<file path="src/rtl/adder_pkg.sv">
// Shared types and constants for the serial word adder and its 2-bit slice.
package adder_pkg;

   typedef enum logic [1:0] {
      ST_IDLE = 2'd0,
      ST_RUN  = 2'd1,
      ST_HOLD = 2'd2
   } state_t;

   localparam int unsigned SLICE_BITS = 2;

   // Slice-counter width for a given operand width, never narrower than 1 bit.
   function automatic int unsigned cnt_width(input int unsigned width);
      int unsigned w;
      w = $clog2(width / SLICE_BITS);
      return (w < 1) ? 1 : w;
   endfunction

endpackage

</file>
<file path="src/rtl/two_bit_adder.sv">
// Combinational 2-bit adder slice with carry in/out.
module two_bit_adder (
   input  logic [1:0] A,
   input  logic [1:0] B,
   input  logic       CarryIN,
   output logic [1:0] Sum,
   output logic       CarryOUT
);

   assign {CarryOUT, Sum} = {1'b0, A} + {1'b0, B} + {2'b00, CarryIN};

endmodule

</file>
<file path="src/rtl/serial_word_adder.sv">
// Adds two WIDTH-bit operands 2 bits per clock through one two_bit_adder slice.
// Optional macro SERIAL_ADDER_OVERFLOW_EN adds a registered two's-complement Overflow output.
module serial_word_adder
   import adder_pkg::*;
#(
   parameter int unsigned WIDTH = 8
) (
   input  logic             Clock,
   input  logic             Reset,
   input  logic             InValid,
   output logic             InReady,
   input  logic [WIDTH-1:0] A,
   input  logic [WIDTH-1:0] B,
   input  logic             CarryIN,
   output logic             OutValid,
   input  logic             OutReady,
   output logic [WIDTH-1:0] Sum,
   output logic             CarryOUT
`ifdef SERIAL_ADDER_OVERFLOW_EN
   ,
   output logic             Overflow
`endif
);

   localparam int unsigned CNT_W = cnt_width(WIDTH);
   localparam int unsigned LAST  = WIDTH / SLICE_BITS - 1;

   generate
      if ((WIDTH < 2) || ((WIDTH % 2) != 0)) begin : g_bad_width
         $error("serial_word_adder: WIDTH must be even and at least 2");
      end
   endgenerate

   state_t            r_state;
   logic              r_in_ready;
   logic              r_out_valid;
   logic [WIDTH-1:0]  r_a;
   logic [WIDTH-1:0]  r_b;
   logic              r_carry;
   logic [CNT_W-1:0]  r_cnt;
   logic [WIDTH-1:0]  r_sum;
   logic              r_cout;

   logic [1:0]        w_slice_sum;
   logic              w_slice_cout;
   logic [WIDTH-1:0]  w_sum_next;
   logic              w_last;

   two_bit_adder u_slice (
      .A        (r_a[1:0]),
      .B        (r_b[1:0]),
      .CarryIN  (r_carry),
      .Sum      (w_slice_sum),
      .CarryOUT (w_slice_cout)
   );

   // New slice result enters from the top so the LSB slice ends at bit 0.
   generate
      if (WIDTH == 2) begin : g_sum_w2
         assign w_sum_next = w_slice_sum;
      end else begin : g_sum_wn
         assign w_sum_next = {w_slice_sum, r_sum[WIDTH-1:2]};
      end
   endgenerate

   assign w_last = (r_cnt == CNT_W'(LAST));

`ifdef SERIAL_ADDER_OVERFLOW_EN
   logic r_a_msb;
   logic r_b_msb;
   logic r_ovf;
   assign Overflow = r_ovf;
`endif

   always_ff @(posedge Clock or posedge Reset) begin
      if (Reset) begin
         r_state     <= ST_IDLE;
         r_in_ready  <= 1'b1;
         r_out_valid <= 1'b0;
         r_a         <= '0;
         r_b         <= '0;
         r_carry     <= 1'b0;
         r_cnt       <= '0;
         r_sum       <= '0;
         r_cout      <= 1'b0;
`ifdef SERIAL_ADDER_OVERFLOW_EN
         r_a_msb     <= 1'b0;
         r_b_msb     <= 1'b0;
         r_ovf       <= 1'b0;
`endif
      end else begin
         case (r_state)
            ST_IDLE: begin
               if (InValid && r_in_ready) begin
                  r_a        <= A;
                  r_b        <= B;
                  r_carry    <= CarryIN;
                  r_cnt      <= '0;
                  r_in_ready <= 1'b0;
                  r_state    <= ST_RUN;
`ifdef SERIAL_ADDER_OVERFLOW_EN
                  r_a_msb    <= A[WIDTH-1];
                  r_b_msb    <= B[WIDTH-1];
`endif
               end
            end
            ST_RUN: begin
               r_sum   <= w_sum_next;
               r_carry <= w_slice_cout;
               r_a     <= r_a >> SLICE_BITS;
               r_b     <= r_b >> SLICE_BITS;
               r_cnt   <= r_cnt + CNT_W'(1);
               if (w_last) begin
                  r_cout      <= w_slice_cout;
                  r_out_valid <= 1'b1;
                  r_state     <= ST_HOLD;
`ifdef SERIAL_ADDER_OVERFLOW_EN
                  r_ovf       <= (r_a_msb == r_b_msb) && (w_slice_sum[1] != r_a_msb);
`endif
               end
            end
            ST_HOLD: begin
               if (r_out_valid && OutReady) begin
                  r_out_valid <= 1'b0;
                  r_in_ready  <= 1'b1;
                  r_state     <= ST_IDLE;
               end
            end
            default: begin
               r_state <= ST_IDLE;
            end
         endcase
      end
   end

   assign InReady  = r_in_ready;
   assign OutValid = r_out_valid;
   assign Sum      = r_sum;
   assign CarryOUT = r_cout;

endmodule

</file>
<file path="config.mk">
export PLATFORM = sky130hd
export DESIGN_NAME = serial_word_adder
export DESIGN_NICKNAME = d
export VERILOG_FILES = /design/src/rtl/adder_pkg.sv /design/src/rtl/two_bit_adder.sv /design/src/rtl/serial_word_adder.sv
export SDC_FILE = /design/constraint.sdc
export NUM_CORES = 1
export LEC_CHECK = 0
export BUFFER_PORTS_ARGS = -buffer_cell sky130_fd_sc_hd__buf_2
export CORE_MARGIN = 2
export CORE_UTILIZATION = 55
export DETAILED_ROUTE_END_ITERATION = 12
export PLACE_DENSITY = 0.8
export SETUP_SLACK_MARGIN = 0.02
export SYNTH_ARGS = -nofsm -noshare
export SYNTH_HDL_FRONTEND = slang
export SYNTH_SLANG_ARGS = --single-unit
export TNS_END_PERCENT = 20
</file>
<file path="constraint.sdc">
create_clock -name Clock -period 2.5 [get_ports Clock]
set_clock_uncertainty 0.15 [all_clocks]
set_input_delay 0.25 -clock Clock [delete_from_list [all_inputs] [get_ports Clock]]
set_output_delay 0.25 -clock Clock [all_outputs]
set_load 0.01 [all_outputs]
</file>
=== Yosys cells after proc, flatten, opt, wreduce, memory -nomap -nowiden ===
Index checks and enable logic that the tools add are counted.

* Logic and storage cells: 47
* Bits of input ports: 21
* Output and inout bits: 11
* Register bits after elaboration: 32

* Equal/unequal tests: 6
* Reductions and logical operators: 11
* Mux-type cells: 18
* $add $sub $neg: 3

{| class="wikitable"
|+ Operators by type and width
! kind !! number
|-
| $pmux 8 s2 || 2
|-
| $mux 8 || 2
|-
| $reduce_and 3->1 || 3
|-
| $mux 2 || 4
|-
| $ne 2x2->1 const B || 3
|-
| $pmux 1 s2 || 3
|-
| $pmux 2 s3 || 1
|-
| $reduce_bool 2->1 || 3
|-
| $mux 1 || 5
|-
| $eq 2x2->1 const B || 2
|-
| $pmux 2 s2 || 1
|-
| $reduce_and 2->1 || 2
|-
| $add 2x2->3 || 1
|-
| $add 3x1->3 || 1
|-
| $add 2x1->2 const B || 1
|-
| $eq 2x1->1 const B || 1
|-
| $logic_and 1x1->1 || 2
|-
| $logic_not 2->1 || 1
|}

=== Longest topological paths before layout ===
Gate-level depths: netlist of run 1.

* Word-level depth: 3
* Gate-level depth with buffers: 6
* Mapped depth without buffers: 6

=== Hierarchy ===
Synthesis of run 1 repeated with hierarchy kept, for this count alone.

* Cell total of the unflattened synthesis: 151
* Area, all modules: 1486.4 um^2

{| class="wikitable"
|+ Modules (own cells, without submodules)
! module !! times used !! cells each !! seq. area each (um^2) !! area each (um^2)
|-
| serial_word_adder || 1 || 141 || 802.0 || 1416.4
|-
| two_bit_adder || 1 || 10 || 0.0 || 70.1
|}

=== Worst setup path after synthesis of run 1 ===
Ideal clock, no wire load.

* Path kind: register to register
* Start point: register r_a[0]
* End point: register r_carry
* Library setup time: 0.065 ns
* Clock period less this slack: 1.674 ns
* Arrival time: 1.459 ns
* Path buffers: 0
* Cell stages (with the launch flop): 7
* Path slack: 0.826 ns
* Data required time: 2.285 ns
* Cell sequence: dfrtp_1 inv_1 fa_1 fa_1 nand2_1 o31a_1 o22a_1

* Word-level cells in the longest chain between the ends: 3

{| class="wikitable"
|+ RTL lines
! item !! line !! RTL
|-
| start: declaration || serial_word_adder.sv:37 || <nowiki>logic [WIDTH-1:0] r_a;</nowiki>
|-
| start signal: assignment || serial_word_adder.sv:110 || <nowiki>r_a <= r_a >> SLICE_BITS;</nowiki>
|-
| $add 2x2->3 || two_bit_adder.sv:10 || <nowiki>assign {CarryOUT, Sum} = {1'b0, A} + {1'b0, B} + {2'b00, CarryIN};</nowiki>
|-
| $add 3x1->3 || two_bit_adder.sv:10 ||
|-
| $pmux 1 s2 || serial_word_adder.sv:92 || <nowiki>case (r_state)</nowiki>
|-
| end signal: assignment || serial_word_adder.sv:97 || <nowiki>r_carry <= CarryIN;</nowiki>
|-
| end signal: assignment || serial_word_adder.sv:109 || <nowiki>r_carry <= w_slice_cout;</nowiki>
|-
| end: declaration || serial_word_adder.sv:39 || <nowiki>logic r_carry;</nowiki>
|}

No other way between the ends.
A chain may end at the register's enable or synchronous reset.

=== Worst setup path after layout of run 1 ===
* Start point: register r_state[0]
* End point: register r_sum[5], in the netlist Sum[5]

* Word-level cells in the longest chain between the ends: 1

{| class="wikitable"
|+ RTL lines
! item !! line !! RTL
|-
| start: declaration || serial_word_adder.sv:34 || <nowiki>state_t r_state;</nowiki>
|-
| start signal: assignment || serial_word_adder.sv:77 || <nowiki>r_state <= ST_IDLE;</nowiki>
|-
| start signal: assignment || serial_word_adder.sv:100 || <nowiki>r_state <= ST_RUN;</nowiki>
|-
| start signal: assignment || serial_word_adder.sv:116 || <nowiki>r_state <= ST_HOLD;</nowiki>
|-
| $eq 2x1->1 || serial_word_adder.sv:92 ||
|-
| end signal: assignment || serial_word_adder.sv:108 || <nowiki>r_sum <= w_sum_next;</nowiki>
|-
| end: declaration || serial_word_adder.sv:41 || <nowiki>logic [WIDTH-1:0] r_sum;</nowiki>
|}

No other way between the ends.

==> results.toml, run 1 <==
[cts]
insertion_delay_ns = 0.32
root_buffer = "clkbuf_4"
cts.sinks = 32
htreeDepth = 2
cts_buffers = 5
clockBufferDepth = 2
clk_pin_slew_ns = 0.09
cts_tree = "yes"
cts_resized = 0

[power_and_ir_drop]
irDropWorstVdd_v = 0.0006774
p_seq_share_pct = 46.0
p_switching_mw = 0.6957
powerDensity_nw_per_um2 = 1141
intPower_mw = 1.278
p_leak_nw = 0.7930
pwr-share-comb_pct = 38.9
switching_share_pct = 35.25
power_frac_clock_pct = 15.2

[setup_path]
path_cells = "nor2b_2 -> buf_4 -> mux2_2"
slowest_stage = "dfrtp_1"
crit_start = "r_state[0]"
required_ns = 2.56
crit_path_end_kind = "flip-flop"
r2r_slack_ns = 0.40
cp.buffers_inverters = 1
worst_setup_path_start_kind = "flip-flop"
critPathTopFamily = "flip-flops"
crit_arrival_ns = 2.16
path_class = "flip-flop to flip-flop"
cp_max_fo = 17
crit_path_max_incr_delay_ns = 0.57
rr_startpoint = "r_state[0]"

[die]
ios = 32
initial_core_util_pct = 59.47
chipHeight_um = 56.23
die_x_um = 56.23
die_area_um2 = 3161
rows = 18
core_um2 = 2522

[global_route]
antenna_found_initial = 0
grt_pass1_wl_um = 4933
grt_max_degree = 33
grt-ovfl-total = 0
grt_pass1_vias = 1060
grt.total_usage_pct = 20.84

[final_layout]
regArea_um2 = 802.0
layout-area-overhead-vs-synth_pct = 15.35
fillCellCount = 197
drive_above_1_share_pct = 35.80
multi_input_area_um2 = 614.3
diodes = 0
nets = 185

[detailed_routing]
ant_nets = 0
drc = 0
routed_wirelength_um = 2804
vias_per_cell = 5.547
wl_per_cell_um = 14.60
drt-pass1-iter-count = 6
drt_iter0_drc = 19
via_count = 1065

[placement]
gp_congestion = 0.7468
post-place-ws_ns = 0.4307
dp_hpwl_um = 2018
io_buffers = 31

[outcome]
status = "completed"

[hold_path]
hp-start = "A[6]"
holdCritPathClass = "input pin to flip-flop"

[sta]
worst_slew_pin_slew_ns = 0.5403
setup_slack_ns = 0.3996
slew-limit-headroom_pct = 63.81
setup_tns_ns = 0
fmax_ghz = 0.4761
finalHoldWorstSlack_ns = 0.02809
finalSetupViolCount = 0
final.min_clock_period_ns = 2.100
grt_setup_unrepaired = "no"
post-route-period-util_pct = 84.02
drv_slew = 0
hold_viol = 0

[logic_synthesis]
synthCells = 126
synth_flop_cell = "dfrtp_1"
post_synth.cell_area_avg_um2 = 11.91
synth.most_common_cell = "dfrtp_1"
synth_top_cells_by_count = "31 x dfrtp_1, 13 x o21ai_0, 10 x mux2_2, 10 x mux2i_1, 8 x inv_1"
ys_seq_area_share_pct = 53.46
synth_top_area_cell = "dfrtp_1"
synth_seq_cells = 32
synthTopCellsByArea = "dfrtp_1 52%, mux2_2 7.5%, mux2i_1 6.7%"
synth_warnings = 0
syn-num-nets = 150
yosys.area.top_type_share_pct = 51.71
async_flop_share_pct = 100.0
synth-edff-count = 0
syn-cell-area_um2 = 1500
synth_cell_type_count = 30

[run]
cap_violations = 0
layout make-up:
| type | count | area share (%) |
|---|---|---|
| Timing Repair Buffer | 35 | 10.85 |
| Clock buffer | 8 | 3.398 |
| Sequential cell | 32 | 46.35 |
| Tap cell | 30 | 2.169 |
| Multi-Input combinational cell | 79 | 35.50 |
| Inverter | 8 | 1.735 |
kinds of logic (layout without fill, tap and decap cells):
logic type	count (synthesis)	in the layout	share of synthesized area, %
AO/OA/AOI/OAI	36	36	14.10
adder cells (fa/ha/maj)	3	3	3.503
buffers and inverters	15	51	5.588
flip-flops	32	32	53.46
multiplexers	24	24	18.18
AND/OR/NAND/NOR	16	16	5.172
power by group through the flow:
stage	clock, mW	sequential, mW	combinational, mW
2_1_floorplan	0	0.912	0.568
3_3_place_gp	0	0.901	0.744
3_5_place_dp	0	0.920	0.776
4_1_cts	0.308	0.909	0.779
5_1_grt	0.338	0.944	0.862
6_report	0.299	0.907	0.767
repair_timing:
action | in CTS | in global routing
hold endpoints to repair | 31 | 0
setup endpoints to repair | 0 | 0
hold buffers | 1 | 0
buffers inserted | 0 | 0
per-stage QoR:
step	cells	cell area, um^2	power, mW	util [%]
final	192	1730	1.974	68.60
after global routing	192	1730	2.144	68.60
after CTS	192	1730	1.996	68.60
after detailed placement	183	1662	1.696	65.87
after global placement	183	1662	1.645	65.87
after floorplan	126	1500	1.480	-
worst paths after layout:
path,to,depth (start not counted)
max reg2reg,Sum[5],3
max in group asynchronous,InReady,4
max,Sum[5],3
min in group asynchronous,r_carry,4
min,r_a[6],2
min reg2reg,r_cnt[0],1
layout by cell type (no fill, tap or decap), types with 5 or more instances in the layout:
master / instances
dfrtp_1: 31
buf_2: 31
o21ai_0: 13
mux2i_1: 10
mux2_2: 10
inv_1: 8
nand2_1: 7
a21oi_1: 7
o21ai_1: 6
clkbuf_4: 5
state kept, by name, summed over array words and instances (netlist names):
name,cells
Sum,8
InReady,1
r_carry,1
r_cnt,2
OutValid,1
r_state,2
r_b,8
r_a,8
CarryOUT,1
metal layers:
| metal | global-route usage [%] | up-vias | routed length [um] |
|---|---|---|---|
| met3 | 6.977 | 2 | 173 |
| met4 | 8.163 | 0 | 24 |
| met2 | 33.78 | 33 | 1380 |
| met1 | 25.65 | 516 | 1226 |
| met5 | 0 | - | 0 |
| li1 | - | 514 | - |
Power figures use the tool's default switching activity.
==> run 2, diff against run 1 <==
Settings changed: CORE_UTILIZATION 55 to 48, PLACE_DENSITY 0.8 to 0.74.
Clock period 2.5 ns to 1.9 ns, I/O delays scaled along.
==> run 2 against run 1 <==
Combinational power grew 38%. Via count is 3.8% higher. Utilization shrank 6.9 points. Worst setup slack got worse by 0.28 ns. Global-route usage down 3.0 points. Sequential share of layout area down 3.1 points. Total power rose by 40%. Non-clock buffer count rose by 11. Sequential power grew 31%. Register-to-register slack worse by 0.28 ns. Critical endpoint is now r_carry. Highest routed layer unchanged.
==> results.toml, run 2 (same netlist as run 1, synthesis figures left out) <==
[die]
rows = 20
core_um2 = 3003
initial_core_util_pct = 49.96
die_area_um2 = 3589
chipHeight_um = 59.91
die_x_um = 59.91
ios = 32

[setup_path]
slowest_stage = "fa_1"
path_cells = "inv_1 -> fa_1 -> fa_2 -> nand2_1 -> o31a_1 -> o22a_1"
required_ns = 2.03
reg2reg_to = "r_carry"
worst_setup_path_start_kind = "flip-flop"
crit_start = "r_a[0]"
crit_path_end_kind = "flip-flop"
path_class = "flip-flop to flip-flop"
crit_arrival_ns = 1.91
worstRegToRegCells = 6
rr_startpoint = "r_a[0]"
crit_path_max_incr_delay_ns = 0.44
cp_max_fo = 2
r2r_slack_ns = 0.12

[outcome]
status = "completed"

[cts]
insertion_delay_ns = 0.33
root_buffer = "clkbuf_4"
clk_pin_slew_ns = 0.10
cts_buffers = 5
clockBufferDepth = 2
cts_tree = "yes"
cts.sinks = 32
htreeDepth = 2

[sta]
grt_setup_unrepaired = "no"
hold_viol = 0
finalSetupViolCount = 0
fmax_ghz = 0.5628
drv_slew = 0
final.min_clock_period_ns = 1.777
post-route-period-util_pct = 93.52
worst_slew_pin_slew_ns = 0.4334
finalHoldWorstSlack_ns = 0.0001689
slew-limit-headroom_pct = 71.07
setup_tns_ns = 0

[detailed_routing]
vias_per_cell = 5.369
wl_per_cell_um = 13.81
ant_nets = 0
via_count = 1106
routed_wirelength_um = 2845
drt-pass1-iter-count = 4
drc = 0
drt_iter0_drc = 24

[global_route]
grt_pass1_vias = 1063
grt_max_degree = 33
antenna_found_initial = 0
grt_pass1_wl_um = 4567
grt.total_usage_pct = 17.88
grt-ovfl-total = 0

[hold_path]
min_to = "r_b[7]"
hp-start = "B[7]"
hold_path_depth = 3
holdCritPathClass = "input pin to flip-flop"

[power_and_ir_drop]
powerDensity_nw_per_um2 = 1486
p_total_mw = 2.756
irDropWorstVdd_v = 0.0005970
p_leak_nw = 0.8526

[final_layout]
layout-area-overhead-vs-synth_pct = 23.60
final_cell_mix = "31 x dfrtp_1, 31 x buf_2, 13 x o21ai_0"
nets = 196
drive_above_1_share_pct = 36.99
diodes = 0
instances_no_fill = 206

[placement]
dp_hpwl_um = 2065
gp_congestion = 0.7722
io_buffers = 31
dp_cells = 190

[run]
cap_violations = 0
## run 2: timing repair
item	in CTS	in global routing
resized for setup	0	1
buffers inserted	0	0
hold buffers	8	0
hold endpoints to repair	38	0
setup endpoints to repair	0	1
## run 2: where the power goes
part | switching, mW | internal (mW) | leakage [nW]
combinational | 0.520 | 0.545 | 0.425
sequential | 0.193 | 0.995 | 0.386
clock | 0.228 | 0.276 | 0.0422
total | 0.940 | 1.82 | 0.853
## run 2: final cells by class
cell class,count,area (um^2)
fillers,268,1149
inverters,8,30.03
clock buffers,6,41.29
well taps,33,41.29
multi-input cells,79,616.8
clock inverters,2,35.03
flip-flops and latches,32,802.0
repair buffers,46,287.8
## run 2: critical path: cells and delay by family, from the launching register on
family / cells / cell delay (ns)
AOI/OAI and AO/OA: 2 / 0.27
DFF: 1 / 0.35
buffers and inverters: 1 / 0.07
adders and majority gates: 2 / 0.80
and+or+nand+nor: 1 / 0.08
## run 2: per-layer routing
layer,vias up,share of wire [%],global-route usage [%]
met5,-,0,0
met4,0,1.9,8.571
met3,8,4.7,4.545
met2,35,51,30.75
met1,528,42,20.59
li1,535,-,-
## run 2: worst max path at each step
stage               endpoint  slack [ns]  depth (start not counted)
floorplan            r_carry        0.23                          6
global placement     r_carry        0.20                          6
detailed placement   r_carry        0.16                          6
CTS                  r_carry        0.08                          6
global route         r_carry        0.04                          6
finish               r_carry        0.12                          6
## run 2: metrics by stage
step | setup slack, ns | instance area [um^2] | utilization (%)
after floorplan | 0.2256 | 1500 | -
after global placement | 0.1972 | 1695 | 56.46
after detailed placement | 0.1561 | 1695 | 56.46
after CTS | 0.08048 | 1852 | 61.67
after global routing | 0.03769 | 1854 | 61.75
final | 0.1230 | 1854 | 61.75
==> run 3, diff against run 2 <==
Clock period 1.9 ns to 1.4 ns, I/O delays scaled along.
==> run 3 against run 2 <==
The flow now finishes with violations (negative setup slack). Critical endpoint unchanged. Non-clock buffer count grew 20. Final cell count grew 9.7%. Largest cell class unchanged. Die area did not move.
==> results.toml, run 3 (same netlist as run 1, synthesis figures left out) <==
[outcome]
status = "finished with violations"
violations = "negative setup slack"

[cts]
cts_buffers = 5
clk_pin_slew_ns = 0.10
htreeDepth = 2
insertion_delay_ns = 0.32
root_buffer = "clkbuf_4"
cts.sinks = 32
clockBufferDepth = 2
cts_tree = "yes"

[final_layout]
drive_above_1_share_pct = 44.04
nets = 216
fin_area_um2 = 2100
diodes = 0
final_cell_mix = "31 x dfrtp_1, 30 x buf_2, 17 x buf_4"
final_common_cell = "dfrtp_1"
layout-area-overhead-vs-synth_pct = 39.95

[die]
rows = 20
initial_core_util_pct = 49.96
die_x_um = 59.91
chipHeight_um = 59.91
die_area_um2 = 3589
ios = 32
core_um2 = 3003

[detailed_routing]
ant_nets = 0
drc = 0
drt-pass1-iter-count = 4
routed_wirelength_um = 3113
via_count = 1153
wl_per_cell_um = 13.77
drt_iter0_drc = 26
vias_per_cell = 5.102

[global_route]
grt_pass1_wl_um = 5071
grt_max_degree = 33
grt.total_usage_pct = 19.34
grt-ovfl-total = 0
antenna_found_initial = 0
grt_pass1_vias = 1158

[placement]
gp_congestion = 0.7556
io_buffers = 31
dp_hpwl_um = 2092
placed_area_um2 = 1808

[sta]
grt_setup_unrepaired = "yes"
post-route-period-util_pct = 123.4
hold_viol = 0
slew-limit-headroom_pct = 72.75
fmax_ghz = 0.5790
worst_slew_pin_slew_ns = 0.4087
drv_slew = 0
setup_slack_ns = -0.3272
finalSetupViolCount = 13
final.min_clock_period_ns = 1.727

[setup_path]
cp.buffers_inverters = 1
critPathTopFamily = "adder cells"
required_ns = 1.51
crit_arrival_ns = 1.84
path_class = "flip-flop to flip-flop"
worst_setup_path_start_kind = "flip-flop"
path_cells = "inv_2 -> fa_2 -> fa_2 -> nand2_1 -> o31a_1 -> o22a_1"
crit_path_max_incr_delay_ns = 0.38
cp_max_fo = 2
slowest_stage = "fa_2"
crit_path_end_kind = "flip-flop"
crit_path_frequent_cell = "fa_2"

[power_and_ir_drop]
powerDensity_nw_per_um2 = 1946
p_leak_nw = 0.9752
irDropWorstVdd_v = 0.001025
p_total_mw = 4.086

[hold_path]
holdCritPathClass = "input pin to flip-flop"

[run]
cap_violations = 0
-- run 3: power by group --
group / switching (mW) / leakage [nW] / internal [mW] / total (mW)
Clock: 0.294 / 0.0326 / 0.248 / 0.542
Combinational: 0.842 / 0.557 / 1.09 / 1.93
Sequential: 0.260 / 0.386 / 1.35 / 1.61
-- run 3: final timing paths --
| kind | cells past startpoint | startpoint | slack (ns) | endpoint |
|---|---|---|---|---|
| max | 6 | r_a[0] | -0.33 | r_carry |
| min | 3 | A[0] | 0.01 | r_a[0] |
| max reg2reg | 6 | r_a[0] | -0.33 | r_carry |
| min reg2reg | 1 | r_cnt[0] | 0.33 | r_cnt[0] |
| max in group asynchronous | 4 | Reset | 0.49 | InReady |
| min in group asynchronous | 4 | Reset | 0.28 | Sum[1] |
-- run 3: layer usage --
metal / GRT usage (%) / up-vias / part of all wire, %
li1: - / 575 / -
met1: 23.53 / 546 / 44
met2: 33.85 / 27 / 51
met3: 4.545 / 5 / 3.6
met4: 5.714 / 0 / 1.0
met5: 0 / - / 0
-- run 3: cell type report --
cell class / count / area [um^2]
timing repair buffer: 66 / 493.0
sequential: 32 / 802.0
fill: 226 / 903.4
inverter: 8 / 30.03
tap: 33 / 41.29
multi-input combinational: 79 / 674.4
clock buffer: 8 / 58.81
-- run 3: repair_timing --
| action | 4_1_cts | 5_1_grt |
|---|---|---|
| setup buffers | 2 | 1 |
| pin swaps | 1 | 0 |
| endpoints found under the hold margin | 45 | 0 |
| hold buffers | 13 | 0 |
| endpoints found under the setup margin | 28 | 28 |
| resized for setup | 11 | 13 |
-- run 3: worst register-to-register path, stage by stage, from the launching register on --
cell and delay, ns:
dfrtp_1 0.36, inv_2 0.05, fa_2 0.38, fa_2 0.35
nand2_1 0.09, o31a_1 0.16, o22a_1 0.14
-- run 3: per-stage QoR --
stage	utilization (%)	cells	setup TNS, ns	hold slack (ns)	setup WS [ns]
finish	69.92	226	-1.565	0.01158	-0.3272
global route	69.92	226	-2.577	0.01013	-0.3884
CTS	68.25	225	-1.418	0.01308	-0.2762
detailed placement	60.21	202	-1.891	0.09617	-0.2516
global placement	60.21	202	-1.492	0.08782	-0.1984
floorplan	-	126	-1.717	0.1055	-0.1807
